## src/rtl/alu_pkg.sv

```systemverilog
// ---------------------------------------------------------------------------
// alu_pkg
// Shared definitions for the ALU datapath and its sequential divider:
//   - WIDTH          : operand/result width
//   - ALU_MUL/ALU_DIV: ALU select codes that route to the multi-cycle units
//   - div_state_e    : divider FSM state encoding
//   - magnitude()    : two's-complement absolute value (INT_MIN maps to
//                      2**(WIDTH-1), which is the correct unsigned magnitude)
// ---------------------------------------------------------------------------
package alu_pkg;

  localparam int WIDTH = 32;

  localparam logic [3:0] ALU_MUL = 4'h8;
  localparam logic [3:0] ALU_DIV = 4'h9;

  typedef enum logic [1:0] {
    IDLE = 2'd0,
    CALC = 2'd1,
    FIX  = 2'd2
  } div_state_e;

  function automatic logic [WIDTH-1:0] magnitude(input logic [WIDTH-1:0] v);
    return v[WIDTH-1] ? -v : v;
  endfunction

endpackage

```

## src/rtl/alu_divide_seq_if.sv

```systemverilog
// ---------------------------------------------------------------------------
// alu_divide_seq_if
// Start/done handshake between the datapath control unit and the divider.
//   start    : request a division (control -> divider)
//   a, b     : dividend / divisor, two's complement (control -> divider)
//   busy     : division in progress (divider -> control)
//   done     : one-cycle result-valid pulse (divider -> control)
//   div_zero : divisor was zero, held until the next accepted start
//   hi, lo   : remainder / quotient
// master = issuing side, slave = divider.
// ---------------------------------------------------------------------------
interface alu_divide_seq_if #(
  parameter int WIDTH = 32
);
  logic             start;
  logic [WIDTH-1:0] a;
  logic [WIDTH-1:0] b;
  logic             busy;
  logic             done;
  logic             div_zero;
  logic [WIDTH-1:0] hi;
  logic [WIDTH-1:0] lo;

  modport master (
    output start, a, b,
    input  busy, done, div_zero, hi, lo
  );

  modport slave (
    input  start, a, b,
    output busy, done, div_zero, hi, lo
  );
endinterface

```

## src/rtl/alu_divide_step.sv

```systemverilog
// ---------------------------------------------------------------------------
// alu_divide_step
// One combinational restoring-division step on unsigned magnitudes.
//   rem_i   : current partial remainder (always < div_i)
//   q_msb_i : next dividend bit shifted into the remainder
//   div_i   : divisor magnitude
//   rem_o   : partial remainder after the step
//   q_bit_o : quotient bit produced by this step
// Kept standalone so an unrolled or higher-radix divider can chain copies.
// ---------------------------------------------------------------------------
module alu_divide_step #(
  parameter int WIDTH = 32
) (
  input  logic [WIDTH-1:0] rem_i,
  input  logic             q_msb_i,
  input  logic [WIDTH-1:0] div_i,
  output logic [WIDTH-1:0] rem_o,
  output logic             q_bit_o
);

  logic [WIDTH:0]   shifted;
  logic [WIDTH-1:0] trial;

  always_comb begin
    // The shifted remainder needs one extra bit before the compare, since
    // 2*rem + 1 can exceed WIDTH bits when the divisor is large.
    shifted = {rem_i, q_msb_i};
    q_bit_o = (shifted >= {1'b0, div_i});
    // When the subtraction is taken the result is < div_i, so the low WIDTH
    // bits of a modulo-2**WIDTH subtract are exact.
    trial   = shifted[WIDTH-1:0] - div_i;
    rem_o   = q_bit_o ? trial : shifted[WIDTH-1:0];
  end

endmodule

```

## src/rtl/alu_divide_seq.sv

```systemverilog
// ---------------------------------------------------------------------------
// alu_divide_seq
// Multi-cycle signed divider for the ALU divide operation. One restoring
// step per clock on magnitudes, then a single fix-up cycle applies signs:
// quotient truncates toward zero, remainder takes the dividend's sign.
//   clk : system clock, rising edge
//   clr : asynchronous active-high reset; abandons any division in flight
//   bus : alu_divide_seq_if.slave (start, a, b, busy, done, div_zero, hi, lo)
// Divide by zero finishes in one edge with lo = all ones, hi = a, div_zero.
// ---------------------------------------------------------------------------
module alu_divide_seq
  import alu_pkg::*;
(
  input  logic                  clk,
  input  logic                  clr,
  alu_divide_seq_if.slave       bus
);

  localparam int               CNT_W    = $clog2(WIDTH);
  localparam logic [CNT_W-1:0] CNT_LAST = CNT_W'(WIDTH - 1);

  div_state_e       state_q,   state_d;
  logic [CNT_W-1:0] cnt_q,     cnt_d;
  logic [WIDTH-1:0] rem_q,     rem_d;      // partial remainder
  logic [WIDTH-1:0] quo_q,     quo_d;      // dividend shifts out, quotient shifts in
  logic [WIDTH-1:0] dvsr_q,    dvsr_d;     // divisor magnitude
  logic             sgn_quo_q, sgn_quo_d;
  logic             sgn_rem_q, sgn_rem_d;
  logic             busy_q,    busy_d;
  logic             done_q,    done_d;
  logic             dz_q,      dz_d;
  logic [WIDTH-1:0] hi_q,      hi_d;
  logic [WIDTH-1:0] lo_q,      lo_d;

  logic [WIDTH-1:0] step_rem;
  logic             step_qbit;

  alu_divide_step #(.WIDTH(WIDTH)) u_step (
    .rem_i   (rem_q),
    .q_msb_i (quo_q[WIDTH-1]),
    .div_i   (dvsr_q),
    .rem_o   (step_rem),
    .q_bit_o (step_qbit)
  );

  always_ff @(posedge clk or posedge clr) begin
    if (clr) begin
      state_q   <= IDLE;
      cnt_q     <= '0;
      rem_q     <= '0;
      quo_q     <= '0;
      dvsr_q    <= '0;
      sgn_quo_q <= 1'b0;
      sgn_rem_q <= 1'b0;
      busy_q    <= 1'b0;
      done_q    <= 1'b0;
      dz_q      <= 1'b0;
      hi_q      <= '0;
      lo_q      <= '0;
    end else begin
      state_q   <= state_d;
      cnt_q     <= cnt_d;
      rem_q     <= rem_d;
      quo_q     <= quo_d;
      dvsr_q    <= dvsr_d;
      sgn_quo_q <= sgn_quo_d;
      sgn_rem_q <= sgn_rem_d;
      busy_q    <= busy_d;
      done_q    <= done_d;
      dz_q      <= dz_d;
      hi_q      <= hi_d;
      lo_q      <= lo_d;
    end
  end

  always_comb begin
    state_d   = state_q;
    cnt_d     = cnt_q;
    rem_d     = rem_q;
    quo_d     = quo_q;
    dvsr_d    = dvsr_q;
    sgn_quo_d = sgn_quo_q;
    sgn_rem_d = sgn_rem_q;
    busy_d    = busy_q;
    done_d    = 1'b0;
    dz_d      = dz_q;
    hi_d      = hi_q;
    lo_d      = lo_q;

    case (state_q)
      IDLE: begin
        if (bus.start) begin
          if (bus.b == '0) begin
            lo_d   = '1;
            hi_d   = bus.a;
            dz_d   = 1'b1;
            done_d = 1'b1;
          end else begin
            quo_d     = magnitude(bus.a);
            dvsr_d    = magnitude(bus.b);
            sgn_quo_d = bus.a[WIDTH-1] ^ bus.b[WIDTH-1];
            sgn_rem_d = bus.a[WIDTH-1];
            rem_d     = '0;
            cnt_d     = '0;
            dz_d      = 1'b0;
            busy_d    = 1'b1;
            state_d   = CALC;
          end
        end
      end

      CALC: begin
        rem_d = step_rem;
        quo_d = {quo_q[WIDTH-2:0], step_qbit};
        cnt_d = cnt_q + CNT_W'(1);
        if (cnt_q == CNT_LAST) begin
          state_d = FIX;
        end
      end

      FIX: begin
        lo_d    = sgn_quo_q ? -quo_q : quo_q;
        hi_d    = sgn_rem_q ? -rem_q : rem_q;
        done_d  = 1'b1;
        busy_d  = 1'b0;
        state_d = IDLE;
      end

      default: begin
        state_d = IDLE;
      end
    endcase
  end

  assign bus.busy     = busy_q;
  assign bus.done     = done_q;
  assign bus.div_zero = dz_q;
  assign bus.hi       = hi_q;
  assign bus.lo       = lo_q;

endmodule

```

## src/flat_wrapper.sv

```systemverilog
// flat-port wrapper written by rule: the top's interface ports become plain ports
module alu_divide_seq_flat import alu_pkg::*;
  (clk, clr, bus_start, bus_a, bus_b, bus_busy, bus_done, bus_div_zero, bus_hi, bus_lo);
  alu_divide_seq_if #(.WIDTH(32)) bus_i ();
  input  logic clk;
  input  logic clr;
  input wire logic [$bits(bus_i.start)-1:0] bus_start;
  input wire logic [$bits(bus_i.a)-1:0] bus_a;
  input wire logic [$bits(bus_i.b)-1:0] bus_b;
  output wire logic [$bits(bus_i.busy)-1:0] bus_busy;
  output wire logic [$bits(bus_i.done)-1:0] bus_done;
  output wire logic [$bits(bus_i.div_zero)-1:0] bus_div_zero;
  output wire logic [$bits(bus_i.hi)-1:0] bus_hi;
  output wire logic [$bits(bus_i.lo)-1:0] bus_lo;
  assign bus_i.start = bus_start;
  assign bus_i.a = bus_a;
  assign bus_i.b = bus_b;
  assign bus_busy = bus_i.busy;
  assign bus_done = bus_i.done;
  assign bus_div_zero = bus_i.div_zero;
  assign bus_hi = bus_i.hi;
  assign bus_lo = bus_i.lo;
  alu_divide_seq u_core (.clk(clk), .clr(clr), .bus(bus_i));
endmodule
```

## config.mk

```make
export PLATFORM = sky130hd
export DESIGN_NAME = alu_divide_seq_flat
export DESIGN_NICKNAME = d
export VERILOG_FILES = /design/src/rtl/alu_pkg.sv /design/src/rtl/alu_divide_seq_if.sv /design/src/rtl/alu_divide_step.sv /design/src/rtl/alu_divide_seq.sv /design/src/flat_wrapper.sv
export SDC_FILE = /design/constraint.sdc
export NUM_CORES = 1
export LEC_CHECK = 0
export ABC_AREA = 1
export CAP_MARGIN = 20
export CORE_MARGIN = 2
export CORE_UTILIZATION = 59
export CTS_CLUSTER_SIZE = 24
export DETAILED_ROUTE_END_ITERATION = 10
export DONT_BUFFER_PORTS = 1
export PLACE_DENSITY = 0.76
export REMOVE_ABC_BUFFERS = 1
export SLEW_MARGIN = 20
export SYNTH_ARGS = -nofsm -noshare
export SYNTH_HDL_FRONTEND = slang
export SYNTH_SLANG_ARGS = --single-unit
export TNS_END_PERCENT = 5
```

## constraint.sdc

```tcl
create_clock -name clk -period 5.1 [get_ports clk]
set_input_delay 0.765 -clock clk [delete_from_list [all_inputs] [get_ports clk]]
set_output_delay 0.765 -clock clk [all_outputs]
set_load 0.005 [all_outputs]
```

Word-level counts from Yosys, hierarchy flattened
Index checks and enable logic that the tools add are counted.
W data, S select, Z words.
{"block": "totals", "register_bits": 172, "input_bits": 67}
{"block": "classes", "addsub": 6, "magnitude_cmp": 1, "eq_ne": 7, "mux": 30, "bitwise_logic": 2, "n_reduce_logical": 10}
{"op": "$mux W32", "count": 13}
{"op": "$pmux W32 S2", "count": 4}
{"op": "$neg A32 Y32", "count": 4}
{"op": "$ge A33 B32 Y1", "count": 1}
{"op": "$logic_not A32 Y1", "count": 1}
{"op": "$sub A32 B32 Y32", "count": 1}
{"op": "$reduce_and A3 Y1", "count": 5}
{"op": "$mux W5", "count": 2}
{"op": "$pmux W5 S2", "count": 1}
{"op": "$mux W2", "count": 3}
{"op": "$add A5 B1 Y5 const B", "count": 1}
{"op": "$eq A5 B5 Y1 const B", "count": 1}
{"op": "$mux W1", "count": 4}
{"op": "$ne A2 B1 Y1 const B", "count": 2}
{"op": "$ne A2 B2 Y1 const B", "count": 2}
{"op": "$pmux W1 S2", "count": 2}
{"op": "$pmux W2 S2", "count": 1}
{"op": "$reduce_bool A2 Y1", "count": 2}
{"op": "$eq A2 B1 Y1 const B", "count": 1}
{"op": "$eq A2 B2 Y1 const B", "count": 1}
{"op": "$logic_not A2 Y1", "count": 1}
{"op": "$reduce_and A2 Y1", "count": 1}
{"op": "$not A1 Y1", "count": 1}
{"op": "$xor A1 B1 Y1", "count": 1}

Longest topological paths before layout
{"block": "depth", "ltp_word": 5, "ltp_mapped": 16, "depth_no_buf": 16}

Cells and area by module
From an unflattened synthesis, not the netlist that was laid out.
{"block": "hier_totals", "cells_unflattened": 2316, "hier_area_um2": 14192.4}
{"module": "alu_divide_seq", "instances": 1, "cells_per_inst": 1669, "area_each_um2": 11031.8, "seq_area_each_um2": 4304.1}
{"module": "alu_divide_step", "instances": 1, "cells_per_inst": 647, "area_each_um2": 3160.5, "seq_area_each_um2": 0.0}

Worst setup path before layout
OpenSTA, ideal clock, no wires.
{"block": "synth_path", "path_kind": "input port to flip-flop", "start": "in bus_b[0]", "end": "reg u_core.hi_q[6], in the netlist u_core.bus.hi[6]", "t_arrival_ns": 2.045, "required_time_ns": 4.980, "setup_slack_ns": 2.936, "stages": 10, "path_buffers": 1, "cell_sequence": "inv_1 > ha_1 > nand2_2 > nor3_2 > nand3_2 > nor3_4 > nand3_4 > buf_6 > nor2_1 > nor2_1"}
{"block": "synth_via", "elab_chain_cells": 3}
{"element": "start, declared", "line": "flat_wrapper.sv:9", "text": "input wire logic [$bits(bus_i.b)-1:0] bus_b;"}
{"element": "$logic_not A32 Y1", "line": "alu_divide_seq.sv:93", "text": "if (bus.b == '0) begin"}
{"element": "$ne A2 B1 Y1 (no line)"}
{"element": "$reduce_and A3 Y1 (no line)"}
{"element": "end signal, assigned", "line": "alu_divide_seq.sv:71", "text": "hi_q <= hi_d;"}
{"element": "end, declared", "line": "alu_divide_seq.sv:32", "text": "logic [WIDTH-1:0] hi_q, hi_d;"}
No other way between the ends.
A chain may end at the register's enable or synchronous reset.

Worst setup path in the final report
{"block": "layout_path", "start": "reg u_core.rem_q[19]", "end": "reg u_core.rem_q[31]"}
{"block": "layout_via", "elab_chain_cells": 3, "elab_cells_between_ends": 4, "classes_between": "1 x add/sub; 1 x order compare; 2 x mux"}
{"element": "start, declared", "line": "alu_divide_seq.sv:24", "text": "logic [WIDTH-1:0] rem_q, rem_d;"}
{"element": "start signal, assigned", "line": "alu_divide_seq.sv:63", "text": "rem_q <= rem_d;"}
{"element": "$sub A32 B32 Y32 / $ge A33 B32 Y1 (equally long branches)", "line": "alu_divide_step.sv:31, alu_divide_step.sv:28"}
{"element": "$mux W32 (*)", "line": "alu_divide_step.sv:32", "text": "rem_o = q_bit_o ? trial : shifted[WIDTH-1:0];"}
{"element": "$pmux W32 S2 (*)", "line": "alu_divide_seq.sv:90", "text": "case (state_q)"}
Mark *: on every way between the ends. The rest lies on a longest branch, timed or not.

==> metrics.txt <==
status=finished, final reports clean; critical path endpoint category=flip-flop; Min-Delay Path Class=in -> async; Unique masters post-synth=52; first-pass GRT wire length=66100 um; max-cap violation count=0; Die Height=155 um; Worst Setup EP=u_core.rem_q[31]; clock slew at reported path FFs=0.07 ns; Slew headroom=0.340; Final Hold Viols=0; wire length per cell=17.5 um; worst path bufs/invs=1; peak per-stage delay on the critical path=0.50 ns; final worst-path cycle share=0.567; mapped cell area=13400 um2; number of global-route vias before repair=12700; gpl congestion=0.997; first drt pass iteration count=7; CP arrival=3.27 ns; final setup fails=0; Post-route DRC=0; CP max-delay cell=dfrtp_1; synth warn=0; layout cells sized above 1=0.0496; leakage power=7.19 nW; WP data required=5.48 ns; Nets=2151; CTS Root Cell=clkbuf_16; crit path cell chain=ha_1 > nand2_1 > nor2_2 > nand2_1 > nor2_1 > nand3_1 > nand3_2 > nor2_4 > buf_4 > nand2_8 > nand2_2 > nand2_1 > nand2_1 > nand2_1; Worst Reg-to-Reg Cells=14; placed cell areas=13500 um2; P_sw=4.98 mW; CP Launch Point=u_core.rem_q[19]; setup bufs post-CTS=0; starting density of the core=0.598; RSZ-0062 raised after global routing=false; Max Clk Rate=346 MHz; hpwl dp=31200 um; Reg power frac=0.257; drt via density=5.77; Worst Skew=0.0143 ns; Die Wd=155 um; R2R Setup Slk=2.21 ns; crit path max fanout=33; critical path class=reg -> reg; CTS max path bufs=2; Seq/Total Area, Yosys=0.320; Comb power frac=0.600; # rows=55; CTS tree=yes; Inserted Clock Buffers=17; actual slew at the worst max-slew pin=0.990 ns; CTS H-tree depth=4; Antenna diodes=0; Synth Area per Inst=6.46 um2; Setup TNS=0 ns; Seq cells post-synth=172; GRT Resource Usage Total=0.349; Critical Path Source Type=flip-flop; # port buffers=0; fin cells=2343; Power Total=9.49 mW; Cells after Synth=2080; Peak VDD IR=0.477 mV; CTS hold repair buffers=0; DRT iter0 DRCs=1272; Resized cells post-CTS=0; die area=24000 um2; DP Cell Count=2311; Detailed Route WL=41000 um; core footprint=22500 um2; largest net degree at the start of global routing=102; Pins Over Slew Limit=0; clock share of power=0.143; FF-to-FF Start=u_core.rem_q[19]; CP delay by family, top=simple AND/OR/NAND/NOR gates; I/O pins=134; area grow syn2layout=5.15%; post-route cell area=14100 um2; fin crit period=2.89 ns; Detail Route Antenna Nets=0; P_int=4.51 mW; CTS Sinks=172; PD cells=671 nW/um2; Crit path depth=14; CP dominant cell by count=nand2_1; worst r2r dst=u_core.rem_q[31]; total congestion overflow=0; initial antenna violation count=0; Clk Latency, worst-skew pair=0.45 ns; Sw Share=0.525; vias=13500
-- cell families after synthesis --
kind of cell,after synthesis,synth area share
AOI/OAI and AO/OA,266,0.115
xor gates and xnor gates,66,0.0430
adders and majority gates,39,0.0368
buffers and inverters,366,0.110
DFF,172,0.320
and+or+nand+nor,1171,0.376
-- through the flow --
stage	util	hold slack [ns]	setup slack, ns
2_1_floorplan	-	0.449	-0.325
3_3_place_gp	0.602	0.466	2.01
3_5_place_dp	0.602	0.474	1.95
4_1_cts	0.628	0.430	2.26
5_1_grt	0.628	0.458	1.97
6_report	0.628	0.376	2.21
-- worst reg2reg max path: stages (launching register included) --
cell	delay, ns
dfrtp_1	0.50
ha_1	0.45
nand2_1	0.14
nor2_2	0.20
nand2_1	0.09
nor2_1	0.23
nand3_1	0.15
nand3_2	0.12
nor2_4	0.07
buf_4	0.23
nand2_8	0.21
nand2_2	0.20
nand2_1	0.12
nand2_1	0.06
nand2_1	0.06
-- metal layers --
metal / vias to the layer above / part of all wire / wire (um) / global-route usage
li1: 6589 / - / - / -
met1: 6288 / 0.45 / 18600 / 0.494
met2: 556 / 0.42 / 17300 / 0.520
met3: 83 / 0.092 / 3780 / 0.0886
met4: 0 / 0.032 / 1330 / 0.123
met5: - / 0 / 0 / 0
-- power by group through the flow --
| stage | clock network, mW | registers (mW) | logic (mW) |
|---|---|---|---|
| 3_3_place_gp | 0 | 2.43 | 5.48 |
| 4_1_cts | 1.36 | 2.42 | 5.64 |
| 5_1_grt | 1.41 | 2.49 | 6.54 |
| 3_5_place_dp | 0 | 2.44 | 5.61 |
| 6_report | 1.35 | 2.44 | 5.70 |
| 2_1_floorplan | 0 | 2.28 | 4.28 |
-- synth_stat cells (all sizes together) --
| master | instances | area, um2 |
|---|---|---|
| a22oi | 16 | 120 |
| o221ai | 10 | 87.6 |
| o22ai | 8 | 50.1 |
| nand4 | 27 | 169 |
| nand2 | 617 | 2360 |
| nand3b | 6 | 45.0 |
| nand3 | 214 | 1140 |
| a21oi | 65 | 352 |
| o21a | 4 | 30.0 |
| nor3 | 30 | 188 |
| nor3b | 3 | 32.5 |
| and2 | 4 | 25.0 |
| inv | 301 | 1130 |
| dfrtp | 172 | 4300 |
| xor2 | 47 | 412 |
| and3 | 2 | 12.5 |
| clkinv | 1 | 3.75 |
| nor4 | 4 | 25.0 |
| a31oi | 18 | 113 |
| buf | 35 | 231 |
| nor2 | 259 | 1030 |
| o21ai | 124 | 624 |
| o21bai | 1 | 7.51 |
| fa | 1 | 20.0 |
| o31ai | 3 | 22.5 |
| or2 | 5 | 31.3 |
| o211ai | 14 | 110 |
| a21o | 1 | 7.51 |
| ha | 38 | 475 |
| xnor2 | 19 | 166 |
| a22o | 2 | 17.5 |
| clkbuf | 29 | 111 |
-- area by class of cell --
class,instances,area [um2]
tap,285,357
clock buffer,19,443
fill,2194,8360
timing repair buffer,10,75.1
multi-input combinational,1542,7670
clock inverter,13,149
inverter,302,1140
sequential,172,4300
-- placed cells by master, fill, tap and decap left out, types with 4 or more instances in the layout --
master / instances
nand2_1: 609
o22ai_1: 8
inv_1: 298
nand3b_1: 6
xnor2_1: 19
a21oi_1: 58
a22oi_1: 16
nand4_1: 27
nor4_1: 4
and2_1: 4
inv_6: 6
o21a_1: 4
o21ai_0: 109
nand3_1: 204
or2_2: 5
a21oi_2: 7
clkbuf_16: 17
o221ai_1: 10
nand2_2: 5
a31oi_1: 18
dfrtp_1: 172
nor2_2: 16
o21ai_1: 14
ha_1: 38
o211ai_1: 13
nor3_1: 25
nand3_2: 8
nor2_1: 240
buf_4: 10
xor2_1: 47
-- how the worst min path moves through the flow --
stage / from / end / slack, ns / cells past startpoint
final: clr / u_core.dvsr_q[0] / 0.38 / 1
after global routing: clr / u_core.dvsr_q[0] / 0.46 / 1
after CTS: clr / u_core.dvsr_q[0] / 0.43 / 1
after detailed placement: u_core.dvsr_q[28] / u_core.dvsr_q[28] / 0.47 / 2
after global placement: u_core.dvsr_q[28] / u_core.dvsr_q[28] / 0.47 / 2
after floorplan: u_core.dvsr_q[25] / u_core.dvsr_q[25] / 0.45 / 2
-- flip-flops by register name, indices dropped and copies added (netlist names), 2 cells and up --
register        cells
u_core.cnt_q        5
u_core.quo_q       32
u_core.bus.hi      32
u_core.rem_q       32
u_core.state_q      2
u_core.bus.lo      32
u_core.dvsr_q      32
No activity file was read; power rests on OpenSTA's default activity.
